File: src/rtl/hpdcache_mshr_port_arbiter.sv
`default_nettype none
// ============================================================================
//  Module      : hpdcache_mshr_port_arbiter
//  Description : Sequences every access to the single-ported MSHR. Arbitrates
//                between the miss-handler check/alloc requester and the
//                refill-unit ack requester, issuing at most one MSHR command
//                per cycle. A check grant reserves the following cycle (LOCK)
//                so the requester can allocate. Consecutive ack grants while
//                a check waits are bounded by ACK_BURST_MAX. drain_i blocks
//                new checks until the MSHR empties.
//  Ports       :
//    clk_i, rst_ni                      clock, async active-low reset
//    chk_valid_i/chk_ready_o            check handshake (set/tag passed through)
//    chk_rsp_valid_o/chk_hit_o/full_o   check result, cycle after the grant
//    alloc_valid_i/alloc_ready_o        allocate handshake (LOCK cycle only)
//    ack_valid_i/ack_ready_o            ack handshake (set/way passed through)
//    ack_rsp_valid_o                    ack read data valid, cycle after grant
//    drain_i/idle_o                     drain request / drained indication
//    mshr_*                             MSHR command strobes and results
//  Revision    : 1.0 - initial release
// ============================================================================
module hpdcache_mshr_port_arbiter #(
    parameter int unsigned SET_W         = 1,
    parameter int unsigned WAY_W         = 1,
    parameter int unsigned TAG_W         = 32,
    parameter int unsigned ACK_BURST_MAX = 4,
    parameter int unsigned CNT_W         = $clog2(ACK_BURST_MAX + 1)
) (
    input  logic             clk_i,
    input  logic             rst_ni,

    input  logic             chk_valid_i,
    output logic             chk_ready_o,
    input  logic [SET_W-1:0] chk_set_i,
    input  logic [TAG_W-1:0] chk_tag_i,
    output logic             chk_rsp_valid_o,
    output logic             chk_hit_o,
    output logic             chk_full_o,

    input  logic             alloc_valid_i,
    output logic             alloc_ready_o,

    input  logic             ack_valid_i,
    output logic             ack_ready_o,
    input  logic [SET_W-1:0] ack_set_i,
    input  logic [WAY_W-1:0] ack_way_i,
    output logic             ack_rsp_valid_o,

    input  logic             drain_i,
    output logic             idle_o,

    output logic             mshr_check_o,
    output logic [SET_W-1:0] mshr_check_set_o,
    output logic [TAG_W-1:0] mshr_check_tag_o,
    input  logic             mshr_hit_i,
    input  logic             mshr_alloc_full_i,
    input  logic             mshr_empty_i,
    output logic             mshr_alloc_o,
    output logic             mshr_alloc_cs_o,
    output logic             mshr_ack_o,
    output logic             mshr_ack_cs_o,
    output logic [SET_W-1:0] mshr_ack_set_o,
    output logic [WAY_W-1:0] mshr_ack_way_o
);

    localparam logic [CNT_W-1:0] c_burst_max = CNT_W'(ACK_BURST_MAX);

    typedef enum logic [0:0] {
        ST_ARB  = 1'b0,
        ST_LOCK = 1'b1
    } state_e;

    state_e           r_state;
    state_e           w_state_next;
    logic [CNT_W-1:0] r_burst_cnt;
    logic             r_ack_rsp;

    logic             w_ack_gnt;
    logic             w_chk_gnt;
    logic             w_lock;
    logic             w_burst_ok;
    logic             w_chk_pending;

    // A check is "waiting" only when it could actually be granted.
    assign w_chk_pending = chk_valid_i & ~drain_i;
    assign w_burst_ok    = (r_burst_cnt < c_burst_max);

    // ------------------------------------------------------------------
    // State register
    // ------------------------------------------------------------------
    always_ff @(posedge clk_i or negedge rst_ni) begin
        if (!rst_ni) begin
            r_state <= ST_ARB;
        end else begin
            r_state <= w_state_next;
        end
    end

    // ------------------------------------------------------------------
    // Next state and grants. Grants are gated by rst_ni so that no MSHR
    // strobe leaves the block while reset is asserted, even though the
    // requesters may still be presenting valids.
    // ------------------------------------------------------------------
    always_comb begin
        w_state_next = r_state;
        w_ack_gnt    = 1'b0;
        w_chk_gnt    = 1'b0;
        w_lock       = 1'b0;
        case (r_state)
            ST_ARB: begin
                w_ack_gnt = rst_ni & ack_valid_i & (w_burst_ok | ~w_chk_pending);
                w_chk_gnt = rst_ni & ~w_ack_gnt & w_chk_pending;
                if (w_chk_gnt) begin
                    w_state_next = ST_LOCK;
                end
            end
            ST_LOCK: begin
                // MSHR read data from the check is being consumed: keep the
                // port quiet except for the optional allocation.
                w_lock       = rst_ni;
                w_state_next = ST_ARB;
            end
            default: begin
                w_state_next = ST_ARB;
            end
        endcase
    end

    // ------------------------------------------------------------------
    // Ack burst counter: counts acks that overtook a waiting check.
    // ------------------------------------------------------------------
    always_ff @(posedge clk_i or negedge rst_ni) begin
        if (!rst_ni) begin
            r_burst_cnt <= '0;
        end else if (w_chk_gnt || !w_chk_pending) begin
            r_burst_cnt <= '0;
        end else if (w_ack_gnt && w_burst_ok) begin
            r_burst_cnt <= r_burst_cnt + CNT_W'(1);
        end
    end

    // Ack read data comes back one cycle after the grant.
    always_ff @(posedge clk_i or negedge rst_ni) begin
        if (!rst_ni) begin
            r_ack_rsp <= 1'b0;
        end else begin
            r_ack_rsp <= w_ack_gnt;
        end
    end

    // ------------------------------------------------------------------
    // Outputs
    // ------------------------------------------------------------------
    assign chk_ready_o      = w_chk_gnt;
    assign ack_ready_o      = w_ack_gnt;
    assign alloc_ready_o    = w_lock;

    assign chk_rsp_valid_o  = w_lock;
    assign chk_hit_o        = w_lock & mshr_hit_i;
    assign chk_full_o       = w_lock & mshr_alloc_full_i;
    assign ack_rsp_valid_o  = r_ack_rsp;

    assign mshr_check_o     = w_chk_gnt;
    assign mshr_check_set_o = chk_set_i;
    assign mshr_check_tag_o = chk_tag_i;
    assign mshr_alloc_o     = w_lock & alloc_valid_i;
    assign mshr_alloc_cs_o  = w_lock & alloc_valid_i;
    assign mshr_ack_o       = w_ack_gnt;
    assign mshr_ack_cs_o    = w_ack_gnt;
    assign mshr_ack_set_o   = ack_set_i;
    assign mshr_ack_way_o   = ack_way_i;

    assign idle_o = drain_i & mshr_empty_i & (r_state == ST_ARB) & ~r_ack_rsp;

endmodule
`default_nettype wire

File: config.mk
export PLATFORM = sky130hd
export DESIGN_NAME = hpdcache_mshr_port_arbiter
export DESIGN_NICKNAME = d
export VERILOG_FILES = /design/src/rtl/hpdcache_mshr_port_arbiter.sv
export SDC_FILE = /design/constraint.sdc
export NUM_CORES = 1
export LEC_CHECK = 0
export ABC_AREA = 1
export CAP_MARGIN = 0
export CELL_PAD_IN_SITES_DETAIL_PLACEMENT = 1
export CELL_PAD_IN_SITES_GLOBAL_PLACEMENT = 2
export CORE_ASPECT_RATIO = 1.4
export CORE_UTILIZATION = 10
export CTS_BUF_LIST = sky130_fd_sc_hd__clkbuf_8
export CTS_CLUSTER_DIAMETER = 60
export CTS_CLUSTER_SIZE = 20
export DETAILED_ROUTE_END_ITERATION = 7
export GPL_ROUTABILITY_DRIVEN = 0
export PLACE_DENSITY_LB_ADDON = 0.1
export SETUP_SLACK_MARGIN = 0.3
export SYNTH_ARGS = -nofsm -noshare
export SYNTH_HDL_FRONTEND = slang
export SYNTH_SLANG_ARGS = --single-unit
File: constraint.sdc
create_clock -name clk_i -period 0.95 [get_ports clk_i]
set_input_delay 0.1425 -clock clk_i [delete_from_list [all_inputs] [get_ports clk_i]]
set_output_delay 0.1425 -clock clk_i [all_outputs]
set_load 0.03 [all_outputs]
# Yosys cells after proc, flatten, opt, wreduce, memory -nomap -nowiden
# Index checks and enable logic that the tools add are counted.
totals:
  out_inout_bits: 48
  inputBits: 44
  register_bits: 5
  elab_cells: 33
classes:
  bitwise: 17
  order_cmp: 1
  n_mux: 7
  add_sub_neg: 1
  reduce_logical: 4
ops:
  columns: ["cell", "count"]
  rows:
  - ["1-bit AND", 11]
  - ["3-bit two-way mux", 2]
  - ["1-bit inverter", 5]
  - ["1-bit two-way mux", 4]
  - ["3-bit by 1-bit adder with 3-bit output (second input constant)", 1]
  - ["3-bit < comparator (second input constant)", 1]
  - ["1-bit one-hot mux with 2 select lines", 1]
  - ["2-bit nonzero test", 1]
  - ["1-bit logical AND", 1]
  - ["1-bit logical NOT", 1]
  - ["1-bit logical OR", 1]
  - ["1-bit OR", 1]

# Logic depth before layout (Yosys ltp)
# Gate-level depths: netlist of the first run.
logic_depth:
  ltp_word: 11
  ltp_mapped: 6
  ltp_nobuf: 6

# Worst setup path before layout of the first run
# Ideal clock, no wire load.
synth_path:
  kind: "flip-flop to output port"
  from: "reg r_burst_cnt[2]"
  to: "out mshr_ack_cs_o"
  arrival_ns: 1.310
  path_stages_with_launch: 5
  required_ns: 0.808
  setup_slack_ns: -0.503
  path_buffers: 1
  cell_sequence: "dfrtp_1 > nand3_1 > nand2_2 > nor2_1 > buf_4"
synth_via:
  elab_chain_cells: 4
synth_rtl:
  columns: ["item", "line", "source"]
  rows:
  - ["start: declaration", "75", "logic [CNT_W-1:0] r_burst_cnt;"]
  - ["start signal: assignment", "138", "r_burst_cnt <= r_burst_cnt + CNT_W'(1);"]
  - ["3-bit < comparator", "86", "assign w_burst_ok = (r_burst_cnt < c_burst_max);"]
  - ["1-bit OR", "111", "w_ack_gnt = rst_ni & ack_valid_i & (w_burst_ok | ~w_chk_pending);"]
  - ["1-bit AND", "111", null]
  - ["1-bit two-way mux", "109", "case (r_state)"]
  - ["end: declaration", "61", "output logic mshr_ack_cs_o,"]
# No other way between the ends.

# Worst setup path after layout of the first run
layout_path:
  from: "reg r_state"
  to: "out chk_ready_o"
layout_via:
  elab_chain_cells: 1
layout_rtl:
  columns: ["item", "line", "source"]
  rows:
  - ["start: declaration", "73", "state_e r_state;"]
  - ["start signal: assignment", "95", "r_state <= w_state_next;"]
  - ["1-bit two-way mux", "109", null]
  - ["end: declaration", "33", "output logic chk_ready_o,"]
# No other way between the ends.

==> results of run 1 <==
-- per-layer routing --
layer  wire length (um)  part of all wire  global-route usage  vias to the layer above
met1                486              0.33             0.04110                      211
met5                  0                 0                   0                        -
met4                 15             0.010             0.02604                        0
met3                161              0.11             0.02295                        6
li1                   -                 -                   -                      208
met2                814              0.55             0.09069                       35
-- cell families after synthesis --
logic type / synth area share
simple gates: 0.2029
flops: 0.2028
fa+ha+maj: 0.02028
buf+inv: 0.5599
compound gates: 0.01420
-- sequential cells by signal, summed over array words and instances (netlist names) --
| name | cells |
|---|---|
| r_state | 1 |
| r_burst_cnt | 3 |
| ack_rsp_valid_o | 1 |
-- power by group through the flow --
stage	clock [mW]	sequential (mW)	combinational, mW
after detailed placement	0	0.227	0.209
final	0.394	0.224	0.225
after global placement	0	0.226	0.211
after CTS	0.400	0.225	0.227
after floorplan	0	0.233	0.379
after global routing	0.428	0.225	0.245
-- how the worst max path moves through the flow --
stage	slack (ps)	cells past startpoint	endpoint	from
after floorplan	-250	6	mshr_check_o	r_state$_DFF_PN0_
after global routing	-410	6	chk_ready_o	r_state$_DFF_PN0_
after detailed placement	-490	7	r_burst_cnt[0]$_DFFE_PN0P_	rst_ni
after global placement	-480	7	r_burst_cnt[0]$_DFFE_PN0P_	rst_ni
final	-330	6	chk_ready_o	r_state$_DFF_PN0_
after CTS	-380	6	chk_ready_o	r_state$_DFF_PN0_
-- cell usage after synthesis --
library cell and number:
nor2_1 8, nor3_1 1, nand2_2 1, nand4_1 3, nor2_2 1, inv_1 8
dfrtp_1 5, nand2_1 7, buf_4 40, clkinv_1 2, ha_1 1, a21oi_2 1
inv_2 2, nand2_4 2, nand3_1 2
-- cell type report --
class,instances,area (um^2)
Clock buffer,3,41.29
Clock inverter,1,3.754
Fill cell,693,5075
Inverter,12,48.80
Multi-Input combinational cell,27,217.7
Sequential cell,5,126.4
Tap cell,70,87.58
Timing Repair Buffer,35,304.0
-- repair_timing --
action                                  4_1_cts  5_1_grt
buffers inserted                              2        1
gates resized for setup                      15        2
endpoints found under the setup margin       18       18
pin swaps                                     3        2
-- critical path, cell delays in order, from the launching register on --
cell and delay [ps]:
dfrtp_2 400, inv_2 70, nand2_2 60, nor2_4 100
nand2_4 70, clkinvlp_4 90, buf_6 130
-- layout by cell type (no fill, tap or decap), types with 2 or more instances in the layout --
master / n
buf_4: 21
buf_6: 6
clkbuf_8: 3
clkdlybuf4s50_1: 4
clkinv_1: 2
dfrtp_1: 4
dlygate4sd2_1: 3
inv_1: 7
inv_2: 3
nand2_1: 4
nand2_2: 2
nand2_4: 3
nand4_1: 3
nor2_1: 4
nor2_4: 5
-- per-stage QoR --
step	worst slack (ps)	total power, mW	instances	cell area [um^2]
global route	-407.3	0.8977	153	829.5
global placement	-479.6	0.4374	146	711.9
CTS	-382.4	0.8521	152	817.0
floorplan	-253.4	0.6116	84	675.6
finish	-332.5	0.8429	153	829.5
detailed placement	-493.6	0.4354	146	711.9
==> flow_summary.yaml, run 1 <==
outcome:
  status: "complete, but fails checks"
  violations: "setup timing"
clocking:
  cts_max_level: 1
  cts_made_buffers: 3
  insertion_delay_ps: 220
  clockBufferDepth: 2
  clkTransAtPathRegs_ps: 40
  cts-root-buf: "clkbuf_8"
  cts_tree: "built"
  cts_sinks: 5
  cts_hold_buffers: 0
placed_design:
  dp_hpwl_um: 1297
  io_buffer_count: 21
route:
  drt-vias-per-instance: 3.007
  totalWireLength_um: 1477
  post_drt_wl_per_cell_um: 9.654
  drc: 0
  drt_first_pass_iters: 4
  ant_nets: 0
  num_vias: 460
  drtIter0Drc: 6
critical_path:
  start_kind: "flop"
  required_ps: 810
  r2r_end: "r_burst_cnt[0]$_DFFE_PN0P_"
  arrival_ps: 1140
  r2r_cells: 8
  reg2reg_from: "r_state$_DFF_PN0_"
  worstSetupPathType: "reg2out"
  path_max_fanout: 3
  r2r_setup_slack_ps: -230
  end_kind: "output pin"
die:
  coreArea_um2: 5904
  dieArea_um2: 6491
  die_h_um: 94.93
  start_util: 0.1045
  die_w_um: 68.38
  ios: 92
  rows: 33
layout:
  drive_gt1_frac: 0.5904
  syn2layout_area_growth_pct: 34.48
  nets: 129
  fin_util: 0.1405
  diodes: 0
pwr:
  leakage_nw: 0.3981
  power_frac_clock: 0.467
  swShare: 0.2853
  switching_power_mw: 0.2405
  intPower_mw: 0.6025
  combPwrFrac: 0.267
  pwr-share-seq: 0.266
  ir_worst_vdd_uv: 205.6
  powerDensity_nw_per_um2: 1016
flow_run:
  cap_violations: 0
synthesis:
  ys_types: 15
  synth-seq-cells: 5
  yosysTopAreaCell: "buf_4"
  ys_seq_area_frac: 0.2028
  synth_area_um2: 616.8
  avgSynthCellArea_um2: 7.343
  synth_top_area_share: 0.4868
  syn_nets: 129
  synth_cells: 84
  yosysWarningCount: 0
  yosys-top-cells-area: "buf_4 49%, dfrtp_1 20%, inv_1 4.9%"
timing:
  slew_headroom: 0.8662
  setup_ws_ps: -332.5
  fmax_mhz: 779.7
  fin_worst_skew_ps: 1.074
  tns_ps: -4106
  setup_viol: 15
  fin_crit_sh: 1.350
  worst_pin_slew_ps: 200.1
  period_minus_slack_ps: 1282
  drv_slew: 0
  rsz0062_at_grt: "true"
  fin_worst_hold_slack_ps: 58.22
  final_hold_viol_count: 0
grt:
  grt_util_all_layers: 0.04895
  grt_overflow: 0
  grt_pass1_wl_um: 2277
  grt_max_degree: 5
  grt_pass1_vias: 507
  antenna_found_initial: 0
worst_hold_path:
  hp-class: "in2async"
(Power assumes the default switching activity.)
==> run 2, diff against run 1 <==
- CELL_PAD_IN_SITES_DETAIL_PLACEMENT: 1 -> not set
- CELL_PAD_IN_SITES_GLOBAL_PLACEMENT: 2 -> not set
- CORE_UTILIZATION: 10 -> 21
- PLACE_DENSITY: not set -> 0.77
- PLACE_DENSITY_LB_ADDON: 0.1 -> not set
==> flow_summary.yaml, run 2 (synthesis gave the netlist of run 1 again) <==
worst_hold_path:
  hp-class: "in2async"
die:
  dieArea_um2: 3161
  die_h_um: 66.13
  coreArea_um2: 2698
  ios: 92
  start_util: 0.2287
  rows: 22
  die_w_um: 47.81
pwr:
  power_frac_clock: 0.467
  intPower_mw: 0.6124
  combPwrFrac: 0.272
  leakage_nw: 0.4314
  switching_power_mw: 0.2515
  ir_worst_vdd_uv: 248.6
  powerDensity_nw_per_um2: 1037
  swShare: 0.2911
  pwr-share-seq: 0.261
placed_design:
  dpl_cell_area_um2: 669.4
  dp.cells: 112
  io_buffer_count: 21
  dp_hpwl_um: 1096
  pre_cts_slack_ps: -521.2
timing:
  setup_ws_ps: -368.3
  fmax_mhz: 758.6
  drv_slew: 0
  slew_headroom: 0.8216
  setup_viol: 17
  worst_pin_slew_ps: 267.5
  tns_ps: -5114
  fin_worst_skew_ps: 2.747
  rsz0062_at_grt: "true"
  fin_crit_sh: 1.388
  period_minus_slack_ps: 1318
  final_hold_viol_count: 0
critical_path:
  worstSetupPathType: "reg2out"
  end_kind: "output pin"
  cpMaxStageDelayCell: "dfrtp_2"
  path_max_fanout: 3
  start_kind: "flop"
  critical_path_depth: 6
  arrival_ps: 1180
  r2r_cells: 9
  max_stage_delay_ps: 410
  required_ps: 810
  crit_buf_inv: 3
  r2r_setup_slack_ps: -360
  path_cells: "inv_2 > nand2_2 > nor2_4 > nand2_4 > clkinvlp_4 > buf_6"
  crit_family: "flip-flops"
clocking:
  cts_sinks: 5
  clkTransAtPathRegs_ps: 40
  cts_max_level: 1
  cts_hold_buffers: 0
  cts_made_buffers: 3
  cts-root-buf: "clkbuf_8"
  clockBufferDepth: 2
  cts_tree: "built"
  insertion_delay_ps: 230
route:
  ant_nets: 0
  drc: 0
  totalWireLength_um: 1560
  drtIter0Drc: 3
  drt-vias-per-instance: 4.064
  post_drt_wl_per_cell_um: 12.48
  num_vias: 508
  drt_first_pass_iters: 2
outcome:
  status: "complete, but fails checks"
  violations: "setup timing"
layout:
  regMostFlops: "r_burst_cnt"
  final_area_um2: 833.3
  final_cell_mix: "23 x buf_4, 10 x buf_6, 8 x inv_1"
  drive_gt1_frac: 0.6067
  diodes: 0
  nets: 135
  stdcell_count: 125
  largest_reg_flops: 3
  final_common_cell: "buf_4"
  syn2layout_area_growth_pct: 35.09
grt:
  grt_pass1_wl_um: 2125
  grt_overflow: 0
  grt_max_degree: 6
  grt_util_all_layers: 0.1034
  grt_pass1_vias: 534
  antenna_found_initial: 0
flow_run:
  cap_violations: 0
-- run 2: cell types whose count changed in the layout (fill, tap and decap cells not counted), sizes merged --
cell,previous run,this run
dlymetal6s2s,1,0
buf,27,33
dlygate4sd2,3,4
-- run 2: stage by stage --
step,utilization,power (mW),hold slack (ps)
floorplan,-,0.6116,-153.1
CTS,0.2964,0.8646,100.0
finish,0.3089,0.8639,115.7
global placement,0.2481,0.4244,285.2
detailed placement,0.2481,0.4295,285.2
global route,0.3089,0.9082,127.7
-- run 2: area by class of cell --
cell class / instances / area [um^2]
Fill cell: 296 / 1864
Timing Repair Buffer: 41 / 360.3
Multi-Input combinational cell: 27 / 206.4
Sequential cell: 5 / 126.4
Inverter: 12 / 50.05
Tap cell: 36 / 45.04
Clock buffer: 3 / 41.29
Clock inverter: 1 / 3.754
-- run 2: repair_timing --
action | in CTS | in global routing
resized for setup | 16 | 3
setup endpoints to repair | 18 | 18
setup buffers | 6 | 3
pin swaps | 3 | 3
-- run 2: final timing paths --
kind / startpoint / endpoint
min in group clk_i: chk_tag_i[12] / mshr_check_tag_o[12]
worst min-delay path: rst_ni / r_state$_DFF_PN0_
worst min register to register: r_burst_cnt[1]$_DFFE_PN0P_ / r_burst_cnt[1]$_DFFE_PN0P_
max in group asynchronous: rst_ni / r_burst_cnt[1]$_DFFE_PN0P_
worst max register to register: r_state$_DFF_PN0_ / r_burst_cnt[1]$_DFFE_PN0P_
worst max-delay path: r_state$_DFF_PN0_ / mshr_check_o
-- run 2: power groups by stage --
stage          Combinational [mW]  Sequential [mW]  Clock [mW]
4_1_cts                     0.227            0.225       0.413
3_3_place_gp                0.198            0.227           0
3_5_place_dp                0.202            0.227           0
2_1_floorplan               0.379            0.233           0
6_report                    0.235            0.225       0.404
5_1_grt                     0.254            0.226       0.429
-- run 2: worst register-to-register path, stage by stage (launching register included) --
cell and delay, ps:
dfrtp_2 410, inv_2 70, nand2_2 60, nor2_4 110, nand2_4 70, buf_4 130, buf_6 110, buf_6 110
nand4_1 60, nand2_1 60
-- run 2: per-layer routing --
layer	GRT usage	part of all wire	vias up
met5	0	0	-
met4	0.1389	0.10	0
met3	0.03825	0.12	26
met2	0.1807	0.51	36
met1	0.05785	0.26	223
li1	-	-	223
==> run 3, diff against run 2 <==
- CAP_MARGIN: 0 -> not set
==> results of run 3 <==
Same layout as run 2: the final DEF is identical, and so are final timing and power.
